**src/rtl/deserializador_rx_pkg.sv**
```systemverilog
// Shared definitions for the one-wire word link.
// Both the transmitter and this receiver use them, so the framing has a
// single definition: idle-high line, START_BIT, DATA_W bits LSB first,
// then STOP_BIT.
package deserializador_rx_pkg;

  typedef enum logic [2:0] {
    IDLE      = 3'd0,
    START     = 3'd1,
    DATA      = 3'd2,
    STOP      = 3'd3,
    WAIT_IDLE = 3'd4
  } rx_state_t;

  localparam logic START_BIT  = 1'b0;
  localparam logic STOP_BIT   = 1'b1;
  localparam logic IDLE_LEVEL = 1'b1;

endpackage

```
**src/rtl/deserializador_rx_sincronizador_2ff.sv**
```systemverilog
// Two-flop synchronizer for one asynchronous bit.
// Ports:
//   clk   - system clock
//   reset - synchronous, active-low; loads RESET_VAL into both flops
//   d     - asynchronous input
//   q     - synchronized output, 2 cycles of latency
module sincronizador_2ff #(
  parameter logic RESET_VAL = 1'b1
) (
  input  logic clk,
  input  logic reset,
  input  logic d,
  output logic q
);

  logic meta;

  always_ff @(posedge clk) begin
    if (!reset) begin
      meta <= RESET_VAL;
      q    <= RESET_VAL;
    end else begin
      meta <= d;
      q    <= meta;
    end
  end

endmodule

```
**src/rtl/deserializador_rx.sv**
```systemverilog
// Serial-to-parallel receiver for the one-wire word link.
// The receiver samples each bit at mid-bit using a local cycle counter.
// It presents each received word on a valid/ready port.
// Ports:
//   clk        - system clock
//   reset      - synchronous, active-low
//   rx         - asynchronous serial line, idle high
//   rd_ready   - consumer takes data this cycle when data_valid=1
//   data       - received word, stable while data_valid=1
//   data_valid - word available, held until accepted
//   frame_err  - one-cycle pulse when the stop bit is sampled low
//   overrun    - sticky: a completed word was dropped; clears on the next accept
//   busy       - receiver is anywhere but IDLE
module deserializador_rx
  import deserializador_rx_pkg::*;
#(
  parameter int DATA_W       = 32,
  parameter int CLKS_PER_BIT = 16
) (
  input  logic              clk,
  input  logic              reset,
  input  logic              rx,
  input  logic              rd_ready,
  output logic [DATA_W-1:0] data,
  output logic              data_valid,
  output logic              frame_err,
  output logic              overrun,
  output logic              busy
);

  localparam int CYC_W = $clog2(CLKS_PER_BIT);
  localparam int BIT_W = $clog2(DATA_W + 1);

  localparam logic [CYC_W-1:0] HALF_LAST = CYC_W'(CLKS_PER_BIT / 2 - 1);
  localparam logic [CYC_W-1:0] FULL_LAST = CYC_W'(CLKS_PER_BIT - 1);
  localparam logic [BIT_W-1:0] DATA_LAST = BIT_W'(DATA_W - 1);

  rx_state_t         state;
  logic [CYC_W-1:0]  cyc_cnt;
  logic [BIT_W-1:0]  bit_cnt;
  logic [DATA_W-1:0] shift;
  logic              rx_s;

  sincronizador_2ff #(
    .RESET_VAL (IDLE_LEVEL)
  ) u_sync (
    .clk   (clk),
    .reset (reset),
    .d     (rx),
    .q     (rx_s)
  );

  assign busy = (state != IDLE);

  always_ff @(posedge clk) begin
    if (!reset) begin
      state      <= IDLE;
      cyc_cnt    <= '0;
      bit_cnt    <= '0;
      shift      <= '0;
      data       <= '0;
      data_valid <= 1'b0;
      frame_err  <= 1'b0;
      overrun    <= 1'b0;
    end else begin
      frame_err <= 1'b0;

      // An accept clears valid and overrun. A word that completes in the
      // same cycle overrides the valid clear further down.
      if (data_valid && rd_ready) begin
        data_valid <= 1'b0;
        overrun    <= 1'b0;
      end

      case (state)
        IDLE: begin
          if (rx_s == START_BIT) begin
            state   <= START;
            cyc_cnt <= '0;
          end
        end

        START: begin
          if (cyc_cnt == HALF_LAST) begin
            cyc_cnt <= '0;
            // A line that is high again at mid start bit was a glitch.
            if (rx_s == START_BIT) begin
              state   <= DATA;
              bit_cnt <= '0;
            end else begin
              state <= IDLE;
            end
          end else begin
            cyc_cnt <= cyc_cnt + 1'b1;
          end
        end

        DATA: begin
          if (cyc_cnt == FULL_LAST) begin
            cyc_cnt <= '0;
            shift   <= {rx_s, shift[DATA_W-1:1]};
            bit_cnt <= bit_cnt + 1'b1;
            if (bit_cnt == DATA_LAST) begin
              state <= STOP;
            end
          end else begin
            cyc_cnt <= cyc_cnt + 1'b1;
          end
        end

        STOP: begin
          if (cyc_cnt == FULL_LAST) begin
            cyc_cnt <= '0;
            if (rx_s == STOP_BIT) begin
              state <= IDLE;
              if (!data_valid || rd_ready) begin
                data       <= shift;
                data_valid <= 1'b1;
              end else begin
                overrun <= 1'b1;
              end
            end else begin
              frame_err <= 1'b1;
              state     <= WAIT_IDLE;
            end
          end else begin
            cyc_cnt <= cyc_cnt + 1'b1;
          end
        end

        // A break (line held low) must not look like a new start bit.
        WAIT_IDLE: begin
          if (rx_s == IDLE_LEVEL) begin
            state <= IDLE;
          end
        end

        default: state <= IDLE;
      endcase
    end
  end

endmodule

```
**config.mk**
```make
export PLATFORM = sky130hd
export DESIGN_NAME = deserializador_rx
export DESIGN_NICKNAME = d
export VERILOG_FILES = /design/src/rtl/deserializador_rx_pkg.sv /design/src/rtl/deserializador_rx_sincronizador_2ff.sv /design/src/rtl/deserializador_rx.sv
export SDC_FILE = /design/constraint.sdc
export NUM_CORES = 1
export LEC_CHECK = 0
export BUFFER_PORTS_ARGS = -buffer_cell sky130_fd_sc_hd__buf_2
export CELL_PAD_IN_SITES_DETAIL_PLACEMENT = 1
export CELL_PAD_IN_SITES_GLOBAL_PLACEMENT = 1
export CORE_UTILIZATION = 30
export DETAILED_ROUTE_END_ITERATION = 12
export MAX_ROUTING_LAYER = met4
export PLACE_DENSITY = 0.6
export SLEW_MARGIN = 40
export SYNTH_ARGS = -nofsm -noshare
export SYNTH_HDL_FRONTEND = slang
export SYNTH_SLANG_ARGS = --single-unit
export TNS_END_PERCENT = 30
```
**constraint.sdc**
```tcl
create_clock -name clk -period 1.6 [get_ports clk]
set_clock_uncertainty 0.05 [all_clocks]
set_input_delay 0.08 -clock clk [delete_from_list [all_inputs] [get_ports clk]]
set_output_delay 0.08 -clock clk [all_outputs]
set_load 0.02 [all_outputs]
```
==> flow_summary_export.csv <==
group,metric,value,unit
timing,fmax,644,MHz
place,placed_area,3570,um^2
place,gp_congestion,0.765,
setup_path,crit_family,"simple AND/OR/NAND/NOR gates",
routing,wl_per_cell,13.2,um
synth,synthCells,345,
setup_path,critPathMaxFanout,6,
timing,slew_headroom,72.1,%
timing,hold_viol_final,0,
synth,ys_seq_elements,82,
routing,post_drt_via_cell_ratio,4.64,
setup_path,r2r-end,"data[22]$_SDFFE_PN0P_",
clock_network,cts.clk_slew.worst_paths,0.09,ns
clock_network,cts_buffer_depth,2,
setup_path,critPathRequiredTime,1.79,ns
global_route,grt_pass1_wl,12400,um
routing,drtIter0Drc,75,
floorplanning,die-area,10800,um^2
clock_network,htreeDepth,3,
hold_path,holdCritPathClass,"reg2reg",
clock_network,numCtsBuffers,9,
synth,synth_edf_count,0,
layout,fillers,1189,
global_route,grt_use_total,14.7,%
global_route,grt_max_degree,49,
timing,post-route-period-util,97.1,%
place,place_inst,517,
timing,slew_violations,0,
synth,synth_top_area_cell,"dfxtp_1",
layout,multi_input_area,1390,um^2
global_route,grt_antenna_before_repair,0,
power,ir_worst_vdd,0.000472,V
clock_network,cts-root-buf,"clkbuf_8",
layout,drive_gt1_share,24.6,%
synth,syn-cell-area,3110,um^2
synth,synth_fp_nets,351,
outcome,outcome,"finished clean",
setup_path,cp-start-kind,"flip-flop",
setup_path,r2r_slack,0.05,ns
global_route,grt_pass1_vias,2594,
power,power_density,993,nW/um^2
layout,syn_to_final_growth,26.5,%
place,port_buffers,39,
setup_path,crit_chain,"nand2b_4 > nor4_4 > buf_6 > clkbuf_4 > mux2i_1 > nor2_1",
routing,vias,2503,
setup_path,critPathKind,"reg2reg",
setup_path,cp_slowest_stage_delay,0.35,ns
place,hpwl,4860,um
synth,ys.flop_type,"dfxtp_1",
floorplanning,ios,40,
place,dp_slack,-0.0467,ns
synth,synth_cell_types,38,
clock_network,clk_latency,0.35,ns
layout,register_area,1650,um^2
synth,synth_top_area_share,52.8,%
layout,antenna_cells,0,
routing,drc,0,
global_route,grt-ovfl-total,0,
layout,finalNetCount,409,
timing,rsz0062_at_grt,"yes",
floorplanning,die_w,104,um
setup_path,endpoint_kind,"flip-flop",
floorplanning,fp.dieH,104,um
hold_path,hold_path_end,"u_sync.q$_SDFF_PN1_",
setup_path,r2r-start,"state[2]$_SDFFE_PN0P_",
routing,antenna_left,0,
floorplanning,num_rows,36,
clock_network,clkSinkCount,82,
hold_path,whs_path_depth,1,
synth,async_reset_ff_share,0,%
flow_run,max-cap-violations,0,
timing,worst_pin_slew,0.418,ns
hold_path,min_from,"u_sync.meta$_SDFF_PN1_",
routing,drt_pass1_iterations,4,
clock_network,cts_tree,"built",
floorplanning,coreArea,9910,um^2
setup_path,r2r_cells,6,
synth,syn_avg_cell_area,9.01,um^2
timing,setup_violations,0,
setup_path,cp_num_buf_inv,2,
layout,fin_cells,540,
synth,ys_seq_area_share,52.8,%
timing,fin_crit,1.55,ns
synth,netlist_top_cells_area,"dfxtp_1, mux2i_1, nand2_1, a21oi_1, nor2_1",
power,p_leak,1.45,nW
synth,yosys_warnings,0,
floorplanning,start_util,31.4,%
layout,design_area,3930,um^2
timing,setup-tns-final,0,ns
routing,wl,7110,um
setup_path,worstPathArrival,1.74,ns
timing,setup_ws,0.0461,ns
setup_path,slowest_stage,"dfxtp_2",
==> where the power goes <==
part | internal [mW] | total (mW) | switching (mW) | leakage [nW]
Clock | 1.03 | 1.77 | 0.736 | 0.116
Combinational | 0.0343 | 0.0898 | 0.0554 | 0.669
Sequential | 2.04 | 2.05 | 0.00626 | 0.663
==> cells in the final DEF (no fill, tap or decap), types with 3 or more instances in the layout <==
cell type / instances
a21oi_1: 41
dfxtp_2: 7
buf_2: 39
nand3_1: 3
nand2_1: 70
mux2i_1: 32
buf_4: 17
dfxtp_1: 75
o21ai_0: 6
nor2_1: 46
buf_12: 3
dlygate4sd3_1: 4
clkbuf_8: 9
a211oi_1: 3
nor3_1: 4
bufinv_16: 3
nand2b_1: 3
buf_6: 5
==> final cells by class <==
| cell class | instances | area share (%) |
|---|---|---|
| repair buffers | 69 | 12.4 |
| multi-input cells | 240 | 35.4 |
| clock buffers | 10 | 3.25 |
| well taps | 133 | 4.23 |
| flip-flops and latches | 82 | 42.0 |
| inverters | 1 | 0.0955 |
| clock inverters | 5 | 2.64 |
==> routing by layer <==
metal  track usage (%)  vias to the layer above  part of all wire, %
li1                  -                     1271                    -
met1              17.5                     1186                   47
met4              4.08                        0                  1.3
met3              4.34                        9                  3.5
met2              24.1                       37                   48
met5                 -                        -                    0
==> logic make-up (layout without fill, tap and decap cells) <==
family / count (synthesis) / count (layout) / synth area share, %
buf+inv: 23 / 85 / 3.78
compound gates: 58 / 58 / 10.4
flops: 82 / 82 / 52.8
xor+xnor: 1 / 1 / 0.282
mux: 33 / 33 / 10.6
simple gates: 146 / 146 / 21.3
fa+ha+maj: 2 / 2 / 0.805
==> how the worst max path moves through the flow <==
stage / from / cells past startpoint / slack (ns) / end
floorplan: cyc_cnt[0]$_SDFFE_PN0P_ / 6 / 0.01 / data[10]$_SDFFE_PN0P_
global placement: u_sync.q$_SDFF_PN1_ / 5 / -0.009 / data[28]$_SDFFE_PN0P_
detailed placement: u_sync.q$_SDFF_PN1_ / 5 / -0.05 / data[27]$_SDFFE_PN0P_
CTS: state[0]$_SDFFE_PN0P_ / 5 / -0.01 / bit_cnt[5]$_SDFFE_PN0P_
global route: state[2]$_SDFFE_PN0P_ / 6 / -0.04 / data[20]$_SDFFE_PN0P_
finish: state[2]$_SDFFE_PN0P_ / 6 / 0.05 / data[22]$_SDFFE_PN0P_
==> registers in the layout, indices dropped and copies added (netlist names) <==
name,count
overrun,1
u_sync.meta,1
shift,32
cyc_cnt,4
data,32
bit_cnt,6
state,3
data_valid,1
frame_err,1
u_sync.q,1
==> synthesized netlist by cell type (2+ instances only) <==
cell type  instances
o21ai_0            6
and3_1             2
nand2b_1           4
a21oi_1           41
nor3b_1            2
nand2_1           70
clkbuf_1          12
nor2_1            46
o211ai_1           2
a22oi_1            2
dfxtp_1           82
nand3_1            4
mux2i_1           33
buf_2              7
nor3_1             4
buf_6              3
a211oi_1           3
ha_1               2
==> stage by stage <==
| stage | hold WS [ns] | total power, mW | utilization, % |
|---|---|---|---|
| 2_1_floorplan | 0.103 | 2.15 | - |
| 3_3_place_gp | 0.209 | 2.18 | 36.0 |
| 3_5_place_dp | 0.217 | 2.18 | 36.0 |
| 4_1_cts | 0.371 | 3.98 | 39.1 |
| 5_1_grt | 0.406 | 4.08 | 39.7 |
| 6_report | 0.361 | 3.91 | 39.7 |
==> repair_timing <==
item | in CTS | in global routing
hold buffers | 4 | 0
cloned | 1 | 0
setup buffers | 1 | 2
gates resized for setup | 6 | 14
pin swaps | 0 | 2
hold endpoints to repair | 7 | 0
setup endpoints to repair | 57 | 74
Power figures use the tool's default switching activity.
